--- src/rtl/car_mode_ctrl.sv ---
// Car driving controller: power sequencing FSM, registered car state,
// mode arbitration between manual/semi-auto/auto requesters, mileage counter.
module car_mode_ctrl #(
   parameter int unsigned HOLD_MS = 1000,
   parameter int unsigned IDLE_MS = 10000,
   parameter int unsigned MILE_MS = 1000
) (
   input  logic        clk,
   input  logic        rst,
   input  logic        tick_ms,
   input  logic        power_on,
   input  logic        power_off,
   input  logic [1:0]  mode_sel,
   input  logic [1:0]  man_state,
   input  logic [3:0]  man_moving,
   input  logic        man_power,
   input  logic [1:0]  semi_state,
   input  logic [3:0]  semi_moving,
   input  logic [1:0]  auto_state,
   input  logic [3:0]  auto_moving,
   output logic        power,
   output logic [1:0]  state,
   output logic [3:0]  moving_state,
   output logic [1:0]  mode,
   output logic [15:0] mileage
);

   localparam int unsigned HOLD_W = (HOLD_MS > 1) ? $clog2(HOLD_MS) : 1;
   localparam int unsigned IDLE_W = (IDLE_MS > 1) ? $clog2(IDLE_MS) : 1;
   localparam int unsigned MILE_W = (MILE_MS > 1) ? $clog2(MILE_MS) : 1;

   localparam logic [HOLD_W-1:0] HOLD_LAST = HOLD_W'(HOLD_MS - 1);
   localparam logic [IDLE_W-1:0] IDLE_LAST = IDLE_W'(IDLE_MS - 1);
   localparam logic [MILE_W-1:0] MILE_LAST = MILE_W'(MILE_MS - 1);

   localparam logic [1:0] ST_NSTART = 2'b00;
   localparam logic [1:0] ST_MOVING = 2'b10;
   localparam logic [1:0] MD_MAN    = 2'b00;
   localparam logic [1:0] MD_SEMI   = 2'b01;
   localparam logic [1:0] MD_AUTO   = 2'b10;

   typedef enum logic [1:0] {
      P_OFF    = 2'b00,
      P_ARMING = 2'b01,
      P_ON     = 2'b10
   } pwr_e;

   pwr_e              r_fsm,   w_fsm_nxt;
   logic [HOLD_W-1:0] r_hold,  w_hold_nxt;
   logic [IDLE_W-1:0] r_idle,  w_idle_nxt;
   logic [MILE_W-1:0] r_sub,   w_sub_nxt;
   logic              r_power, w_power_nxt;
   logic [1:0]        r_state, w_state_nxt;
   logic [3:0]        r_mov,   w_mov_nxt;
   logic [1:0]        r_mode,  w_mode_nxt;
   logic [15:0]       r_mil,   w_mil_nxt;

   logic [1:0]        w_req_state;
   logic [3:0]        w_req_mov;
   logic              w_nstart_on;
   logic              w_idle_to;

   // Requester selected by the granted mode
   always_comb begin
      w_req_state = man_state;
      w_req_mov   = man_moving;
      case (r_mode)
         MD_SEMI: begin
            w_req_state = semi_state;
            w_req_mov   = semi_moving;
         end
         MD_AUTO: begin
            w_req_state = auto_state;
            w_req_mov   = auto_moving;
         end
         default: begin
            w_req_state = man_state;
            w_req_mov   = man_moving;
         end
      endcase
   end

   assign w_nstart_on = (r_fsm == P_ON) && (r_state == ST_NSTART);
   assign w_idle_to   = w_nstart_on && tick_ms && (r_idle == IDLE_LAST);

   always_comb begin
      w_fsm_nxt   = r_fsm;
      w_hold_nxt  = r_hold;
      w_idle_nxt  = r_idle;
      w_sub_nxt   = r_sub;
      w_power_nxt = r_power;
      w_state_nxt = r_state;
      w_mov_nxt   = r_mov;
      w_mode_nxt  = r_mode;
      w_mil_nxt   = r_mil;

      case (r_fsm)
         P_OFF: begin
            if (power_on && !power_off) begin
               w_fsm_nxt  = P_ARMING;
               w_hold_nxt = '0;
            end
         end
         P_ARMING: begin
            if (power_off || !power_on) begin
               w_fsm_nxt  = P_OFF;
               w_hold_nxt = '0;
            end else if (tick_ms) begin
               if (r_hold == HOLD_LAST) begin
                  w_fsm_nxt  = P_ON;
                  w_hold_nxt = '0;
               end else begin
                  w_hold_nxt = r_hold + HOLD_W'(1);
               end
            end
         end
         P_ON: begin
            if (power_off || ((r_mode == MD_MAN) && !man_power) || w_idle_to) begin
               w_fsm_nxt = P_OFF;
            end else begin
               w_state_nxt = w_req_state;
               w_mov_nxt   = w_req_mov;
            end
         end
         default: w_fsm_nxt = P_OFF;
      endcase

      // Car state only exists while powered; cleared on the edge that leaves ON
      w_power_nxt = (w_fsm_nxt == P_ON);
      if (w_fsm_nxt != P_ON) begin
         w_state_nxt = ST_NSTART;
         w_mov_nxt   = 4'b0000;
      end

      if (w_nstart_on) begin
         w_mode_nxt = (mode_sel == 2'b11) ? MD_MAN : mode_sel;
      end

      if (!w_nstart_on) begin
         w_idle_nxt = '0;
      end else if (tick_ms) begin
         w_idle_nxt = w_idle_to ? '0 : r_idle + IDLE_W'(1);
      end

      // Mileage counts moving time only and survives power cycles
      if ((r_state == ST_MOVING) && tick_ms) begin
         if (r_sub == MILE_LAST) begin
            w_sub_nxt = '0;
            if (r_mil != 16'hFFFF) begin
               w_mil_nxt = r_mil + 16'd1;
            end
         end else begin
            w_sub_nxt = r_sub + MILE_W'(1);
         end
      end
   end

   always_ff @(posedge clk or negedge rst) begin
      if (!rst) begin
         r_fsm   <= P_OFF;
         r_hold  <= '0;
         r_idle  <= '0;
         r_sub   <= '0;
         r_power <= 1'b0;
         r_state <= ST_NSTART;
         r_mov   <= 4'b0000;
         r_mode  <= MD_MAN;
         r_mil   <= 16'd0;
      end else begin
         r_fsm   <= w_fsm_nxt;
         r_hold  <= w_hold_nxt;
         r_idle  <= w_idle_nxt;
         r_sub   <= w_sub_nxt;
         r_power <= w_power_nxt;
         r_state <= w_state_nxt;
         r_mov   <= w_mov_nxt;
         r_mode  <= w_mode_nxt;
         r_mil   <= w_mil_nxt;
      end
   end

   assign power        = r_power;
   assign state        = r_state;
   assign moving_state = r_mov;
   assign mode         = r_mode;
   assign mileage      = r_mil;

endmodule

--- config.mk ---
export PLATFORM = sky130hd
export DESIGN_NAME = car_mode_ctrl
export DESIGN_NICKNAME = d
export VERILOG_FILES = /design/src/rtl/car_mode_ctrl.sv
export SDC_FILE = /design/constraint.sdc
export NUM_CORES = 1
export LEC_CHECK = 0
export CORE_UTILIZATION = 40
export CTS_CLUSTER_SIZE = 12
export DETAILED_ROUTE_END_ITERATION = 10
export MAX_ROUTING_LAYER = met4
export SYNTH_ARGS = -nofsm -noshare
export SYNTH_HDL_FRONTEND = slang
export SYNTH_SLANG_ARGS = --single-unit
--- constraint.sdc ---
create_clock -name clk -period 2.1 [get_ports clk]
set_input_delay 0.21 -clock clk [delete_from_list [all_inputs] [get_ports clk]]
set_output_delay 0.21 -clock clk [all_outputs]
set_load 0.05 [all_outputs]
* Word level (Yosys, flattened, before mapping) *
Index checks and enable logic that the tools add are counted.

word-level totals
  bits in read-only memories = 0
  memories kept = 0
  input port bits = 26
  register bits = 61
  word-level logic and storage cells = 73
  bits in latches = 0
  RAM bits = 0
  output and inout port bits = 25

operators by class
  magnitude comparators = 0
  shifts and indexed selects = 0
  reduce and logical (&&, ||, !) cells = 20
  multiplexer cells = 24
  eq/ne operators = 16
  multiply operators = 0
  divide/modulo/power cells = 0
  $add $sub $neg = 4
  bitwise operators = 0

operators by type and width
  cell                   number
  $mux 10                5
  $mux 14                3
  $add 10x1->10 const B  2
  $eq 10x10->1 const B   2
  $pmux 10 s2            1
  $mux 2                 9
  $add 16x1->16 const B  1
  $ne 16x16->1 const B   1
  $add 14x1->14 const B  1
  $eq 14x14->1 const B   1
  $mux 4                 3
  $eq 2x2->1 const B     5
  $pmux 4 s2             1
  $logic_and 1x1->1      6
  $logic_not 2->1        3
  $ne 2x2->1 const B     3
  $pmux 2 s3             1
  $reduce_and 3->1       2
  $eq 2x1->1 const B     2
  $pmux 2 s2             1
  $reduce_bool 2->1      2
  $logic_not 1->1        3
  $logic_or 1x1->1       3
  $ne 3x3->1 const B     1
  other kinds (2)        2

* Logic depth before layout (Yosys ltp) *
Gate-level depths: netlist of run 1.

  depth in word-level cells = 10
  gate-level depth with buffers = 6
  gate-level depth less buffers = 6

* Worst setup path before layout of run 1 *
Ideal clock, no wire load.

  path type = reg2reg
  start point = register r_state[1], in the netlist state[1]
  end point = register r_mov[0], in the netlist moving_state[0]
  setup time = 0.128 ns
  slack = 0.025 ns
  arrival = 1.947 ns
  path buffers = 2
  required time = 1.972 ns
  stages on the path, launching flop included = 7
  clock period less this slack = 2.075 ns
  cells stage by stage = dfrtp_1 or4b_1 buf_2 or2_0 buf_2 o21ai_2 o2bb2ai_1

between the ends
  longest elaborated chain between the ends = 10
  elaborated cells between the ends (all ways) = 12
  classes of those cells = 2 x eq/ne; 3 x mux; 7 x reduce/logical

ends and longest elaborated chain
  element                                                    line  text
  start, declared                                            53    logic [1:0] r_state, w_state_nxt;
  start signal, assigned                                     175   r_state <= w_state_nxt;
  $logic_not 2->1 *                                          83    assign w_nstart_on = (r_fsm == P_ON) && (r_state == ST_NSTART);
  $logic_and 1x1->1 *                                        83
  $logic_and 1x1->1 * (2 in series)                          84    assign w_idle_to = w_nstart_on && tick_ms && (r_idle == IDLE_LAST);
  $logic_or 1x1->1 *                                         118   if (power_off || ((r_mode == MD_MAN) && !man_power) || w_idle_to) begin
  $mux 2                                                     118
  $pmux 2 s3                                                 97    case (r_fsm)
  $ne 2x2->1                                                 130   if (w_fsm_nxt != P_ON) begin
  $ne 2x1->1 (no line) or $reduce_bool 2->1 (tied branches)  n/a
  $reduce_and 2->1 (no line)                                 n/a
  end signal, assigned                                       176   r_mov <= w_mov_nxt;
  end, declared                                              54    logic [3:0] r_mov, w_mov_nxt;

Mark *: on every way between the ends. The rest lies on a longest branch, timed or not.
A chain may end at the register's enable or synchronous reset.

* Worst setup path after layout of run 1 *
  start point = register r_state[1], in the netlist state[1]
  end point = register r_idle[13]

between the ends
  longest elaborated chain between the ends = 7
  elaborated cells between the ends (all ways) = 8
  classes of those cells = 1 x eq/ne; 3 x mux; 4 x reduce/logical

ends and longest elaborated chain
  element                          line  text
  $logic_not 2->1 *                83
  $logic_and 1x1->1 *              83
  $logic_and 1x1->1 (2 in series)  84
  $mux 14                          142   w_idle_nxt = w_idle_to ? '0 : r_idle + IDLE_W'(1);
  $mux 14                          141   end else if (tick_ms) begin
  $mux 14                          139   if (!w_nstart_on) begin
  end signal, assigned             172   r_idle <= w_idle_nxt;
  end, declared                    50    logic [IDLE_W-1:0] r_idle, w_idle_nxt;

Mark *: on every way between the ends. The rest lies on a longest branch, timed or not. The select of a mux whose other input is x is not followed.

==> impl_metrics.toml, run 1 <==
[critical_path]
worstSetupPathType = "flop to flop"
rrSetupSlack_ns = 0.23
path_delay_family = "simple AND/OR/NAND/NOR gates"
critPathMaxFanout = 6
path_buf_inv = 0
crit_arrival_ns = 2.14
crit_required_ns = 2.37
crit_path_max_incr_delay_ns = 0.55
cp_cell_sequence = "or4b_1 > or2_0 > o31ai_1 > o2bb2ai_1"
end_kind = "flop"
reg2reg_depth = 4
r2r-start = "state[1]"
critPathLaunchType = "flop"
cpMaxStageDelayCell = "or4b_1"
r2r-end = "r_idle[13]"

[timing]
finalMaxSlewViolations = 0
setup_tns_ns = 0
final_hold_viol_count = 0
relSlewSlack_pct = 61.19
fmax_mhz = 536.0
setup_viol_count_final = 0
grt_setup_unrepaired = "false"
fin_crit_ns = 1.866
clock_skew_ns = 0.009930
tightestPinTransition_ns = 0.5822
layout_worst_path_cycle_share_pct = 88.85

[clock_tree]
cts_root_buf = "clkbuf_8"
cts_resized = 0
cts_buffers = 9
clock_latency_ns = 0.35
clock_path_buffers = 2
htreeDepth = 3
cts_tree = "built"
clk_pin_slew_ns = 0.07
numClockSinks = 61

[yosys]
async_flop_share_pct = 100.0
netlist.area_leader.share_pct = 46.44
syn_area_um2 = 3287
yosysSeqAreaShare_pct = 46.44
netlist_instances = 337
yosysTopAreaCell = "dfrtp_1"
synth_nets = 370
syn_avg_cell_area_um2 = 9.753
ys_ff_latch = 61
yosys_most_used_dff = "dfrtp_1"
synth_edf_count = 0
netlist_top_cells_area = "dfrtp_1 (46%), xnor2_1 (4.3%), nand2_1 (4.1%)"
yosysUniqueCellTypes = 56
yosysWarnings = 0

[layout]
finalNetCount = 453
drive_above_1_share_pct = 12.24
final_common_cell = "dfrtp_1"
layout_common_cells = "dfrtp_1 (61), clkdlybuf4s50_1 (49), nand2_1 (36)"
diodes = 0
area_delta_synth_final_pct = 31.60
final_util_pct = 55.12

[die]
io_pins = 51
coreArea_um2 = 7848
die_h_um = 92.65
placementRows = 32
start_util_pct = 41.88
fp.dieW_um = 92.65
die_area_um2 = 8584

[power]
leakage_nw = 1.829
powerDensity_nw_per_um2 = 562.6
peakVddDrop_v = 0.0003267

[route]
drt_wl_total_um = 7509
drt_first_pass_iters = 5
vias = 2914
drc = 0
vias_per_cell = 5.529
drtIter0Drc = 73
antenna_left = 0
routedWlPerCell_um = 14.25

[global_route]
grt_use_total_pct = 19.93
grt_pass1_wl_um = 13130
grt_max_degree = 25
gr-total-overflow = 0
antenna_found_initial = 0
grt_pass1_vias = 2788

[place]
hpwl_um = 5530
port_buffers = 50
gp_congestion = 0.8326

[status]
status = "complete, no violations"

[flow_run]
drv_cap = 0

[min_path]
worstHoldPathType = "input port to async pin"
==> synthesized netlist by cell type (8+ instances only) <==
library cell	number
dfrtp_1	61
nand2_1	36
nor2_1	19
nand3_1	18
o21ai_0	18
xnor2_1	16
nand4_1	15
inv_1	10
a21oi_1	9
and3_1	8
nor4_1	8
==> sequential cells by signal, indices dropped and copies added (netlist names) <==
name	count
r_fsm	2
state	2
r_sub	10
power	1
r_hold	10
mode	2
r_idle	14
mileage	16
moving_state	4
==> metal layers <==
| metal | vias to the layer above | wire length [µm] | global-route usage (%) |
|---|---|---|---|
| met5 | - | 0 | - |
| met4 | 0 | 102 | 8.205 |
| met3 | 11 | 325 | 3.612 |
| met2 | 61 | 3393 | 29.20 |
| met1 | 1394 | 3689 | 27.30 |
| li1 | 1448 | - | - |
==> cells by family (layout without fill, tap and decap cells) <==
kind of cell,Yosys count,after routing,share of synthesized area [%]
XOR/XNOR,19,19,5.063
flip-flops,61,61,46.44
AND/OR/NAND/NOR,148,148,24.74
multiplexers,3,3,1.028
buffers and inverters,18,106,2.246
adder cells (fa/ha/maj),7,7,2.665
AO/OA/AOI/OAI,81,81,17.82
==> report_power, final <==
group / leakage (nW) / total (mW) / switching [mW] / internal (mW)
sequential: 0.830 / 1.18 / 0.00188 / 1.18
combinational: 0.891 / 0.119 / 0.0542 / 0.0652
clock: 0.107 / 1.14 / 0.473 / 0.663
==> per-stage QoR <==
step | power, mW | hold WS (ns) | std cells | setup slack (ns) | cell area [µm²]
6_report | 2.433 | 0.3920 | 527 | 0.2342 | 4325
5_1_grt | 2.524 | 0.4659 | 527 | 0.1378 | 4325
4_1_cts | 2.461 | 0.4131 | 527 | 0.2191 | 4325
3_5_place_dp | 1.322 | 0.2495 | 510 | 0.01460 | 4109
3_3_place_gp | 1.319 | 0.2399 | 510 | 0.07757 | 4109
2_1_floorplan | 1.225 | -0.08559 | 337 | 0.02525 | 3287
==> layout make-up <==
type / count / area [µm²]
fill: 741 / 3522
multi-input combinational: 258 / 1692
sequential: 61 / 1526
timing repair buffer: 80 / 735.7
clock buffer: 11 / 131.4
tap: 102 / 127.6
clock inverter: 5 / 75.07
inverter: 10 / 37.54
==> worst max path at each step <==
stage	endpoint	depth (start not counted)	slack (ns)	from
2_1_floorplan	moving_state[0]	6	0.03	state[1]
3_3_place_gp	r_hold[9]	5	0.08	power_off
3_5_place_dp	r_hold[3]	7	0.01	power_on
4_1_cts	r_idle[13]	4	0.22	state[1]
5_1_grt	r_idle[7]	4	0.14	state[1]
6_report	r_idle[13]	4	0.23	state[1]
==> what timing repair did <==
action                    4_1_cts  5_1_grt
hold endpoints to repair       21        0
buffers inserted                0        0
hold buffers                    1        0
Note: power is estimated with default switching activity, not from simulation.
==> run 2, diff against run 1 <==
--- a/config.mk
+++ b/config.mk
@@ -5,10 +5,12 @@
 export SDC_FILE = /design/constraint.sdc
 export NUM_CORES = 1
 export LEC_CHECK = 0
+export CAP_MARGIN = 20
 export CORE_UTILIZATION = 40
 export CTS_CLUSTER_SIZE = 12
 export DETAILED_ROUTE_END_ITERATION = 10
 export MAX_ROUTING_LAYER = met4
+export SKIP_CTS_REPAIR_TIMING = 1
 export SYNTH_ARGS = -nofsm -noshare
 export SYNTH_HDL_FRONTEND = slang
 export SYNTH_SLANG_ARGS = --single-unit
==> constraint.sdc (replaced) <==
create_clock -name clk -period 1.7 [get_ports clk]
set_input_delay 0.17 -clock clk [delete_from_list [all_inputs] [get_ports clk]]
set_output_delay 0.17 -clock clk [all_outputs]
set_load 0.05 [all_outputs]
==> impl_metrics.toml, run 2 (synthesized netlist as in run 1, its figures left out) <==
[power]
peakVddDrop_v = 0.0004361
power_mw = 2.990
leakage_nw = 2.224
powerDensity_nw_per_um2 = 617.2

[critical_path]
reg2reg_depth = 4
worstSetupPathType = "flop to flop"
r2r-end = "r_fsm[1]"
path_delay_family = "simple AND/OR/NAND/NOR gates"
crit_arrival_ns = 1.99
path_buf_inv = 0
cpMaxStageDelayCell = "or4b_4"
crit_path_max_incr_delay_ns = 0.55
critPathLaunchType = "flop"
end_kind = "flop"
r2r-start = "state[1]"
cp_cell_sequence = "or4b_4 > or2_4 > o21ai_4 > nand2_1"
rrSetupSlack_ns = -0.08
crit_required_ns = 1.91
critPathMaxFanout = 8

[layout]
diodes = 0
fillers = 696
finalNetCount = 496
final_util_pct = 61.73
final_common_cell = "buf_4"
layout_common_cells = "buf_4 (80), dfrtp_1 (49), nand2_1 (35)"
drive_above_1_share_pct = 31.62
largest_reg_flops = 16
area_delta_synth_final_pct = 47.39

[route]
routedWlPerCell_um = 14.68
vias_per_cell = 5.433
drc = 0
drt_first_pass_iters = 4
vias = 3097
drt_wl_total_um = 8367
drtIter0Drc = 154
antenna_left = 0

[clock_tree]
cts_buffers = 9
cts_root_buf = "clkbuf_8"
clock_latency_ns = 0.33
cts_tree = "built"
numClockSinks = 61
clock_path_buffers = 2
clk_pin_slew_ns = 0.07
htreeDepth = 3

[timing]
setup_tns_ns = -0.8140
clock_skew_ns = 0.007025
hold_slack_ns = 0.3681
fmax_mhz = 562.6
setup_viol_count_final = 19
final_hold_viol_count = 0
layout_worst_path_cycle_share_pct = 104.6
finalMaxSlewViolations = 0
grt_setup_unrepaired = "true"
layout_setup_ws_ns = -0.07746
relSlewSlack_pct = 65.23
tightestPinTransition_ns = 0.5206
fin_crit_ns = 1.777

[die]
die_area_um2 = 8584
placementRows = 32
coreArea_um2 = 7848
start_util_pct = 41.88
fp.dieW_um = 92.65
io_pins = 51
die_h_um = 92.65

[global_route]
grt_use_total_pct = 21.32
gr-total-overflow = 0
antenna_found_initial = 0
grt_pass1_vias = 2984
grt_pass1_wl_um = 14100
grt_max_degree = 62

[status]
violations = "negative setup slack"
status = "finished, violations left"

[place]
port_buffers = 50
place_ws_ns = -0.2813
gp_congestion = 0.8769
hpwl_um = 5962

[min_path]
worstHoldPathType = "input port to async pin"

[flow_run]
drv_cap = 0
run 2: worst max-delay path by stage:
stage / start / to / slack [ns] / cells past startpoint
2_1_floorplan: state[1] / r_idle[13] / -0.27 / 6
5_1_grt: state[1] / r_idle[10] / -0.11 / 6
3_3_place_gp: tick_ms / r_idle[10] / -0.26 / 6
4_1_cts: state[1] / r_idle[5] / -0.26 / 4
6_report: state[1] / r_fsm[1] / -0.08 / 4
3_5_place_dp: power_on / r_hold[4] / -0.28 / 7
run 2: layout make-up:
| type | count | area (µm²) | share of cell area (%) |
|---|---|---|---|
| Clock buffer | 13 | 168.9 | 3.487 |
| Clock inverter | 3 | 42.54 | 0.8781 |
| Inverter | 10 | 37.54 | 0.7748 |
| Multi-Input combinational cell | 258 | 1854 | 38.27 |
| Sequential cell | 61 | 1541 | 31.82 |
| Tap cell | 102 | 127.6 | 2.634 |
| Timing Repair Buffer | 123 | 1072 | 22.13 |
run 2: metal layers:
metal  routed length (µm)  GRT usage, %  share of wire [%]
met1                 4069         28.41                 49
met2                 3975         32.96                 48
met3                  219         3.448                2.6
met4                  103         7.692                1.2
met5                    0             -                  0
run 2: power by group:
| part | leakage [nW] | internal [mW] | switching (mW) | total (mW) |
|---|---|---|---|---|
| registers | 0.810 | 1.45 | 0.00175 | 1.46 |
| clock network | 0.106 | 0.795 | 0.558 | 1.35 |
| logic | 1.31 | 0.103 | 0.0789 | 0.181 |
run 2: metrics by stage:
stage	cells	cell area, µm²
5_1_grt	570	4845
3_5_place_dp	550	4424
3_3_place_gp	550	4424
6_report	570	4845
2_1_floorplan	337	3346
4_1_cts	566	4636
run 2: tightest hold or removal path, cell delays in order:
cell,delay (ns)
dlygate4sd3_1,0.51
buf_2,0.12
buf_12,0.30
==> run 3, diff against run 2 <==
--- a/config.mk
+++ b/config.mk
@@ -11,6 +11,7 @@
 export DETAILED_ROUTE_END_ITERATION = 10
 export MAX_ROUTING_LAYER = met4
 export SKIP_CTS_REPAIR_TIMING = 1
+export SLEW_MARGIN = 0
 export SYNTH_ARGS = -nofsm -noshare
 export SYNTH_HDL_FRONTEND = slang
 export SYNTH_SLANG_ARGS = --single-unit
==> results of run 3 <==
No change in the layout: final DEF, timing and power equal those of run 2.
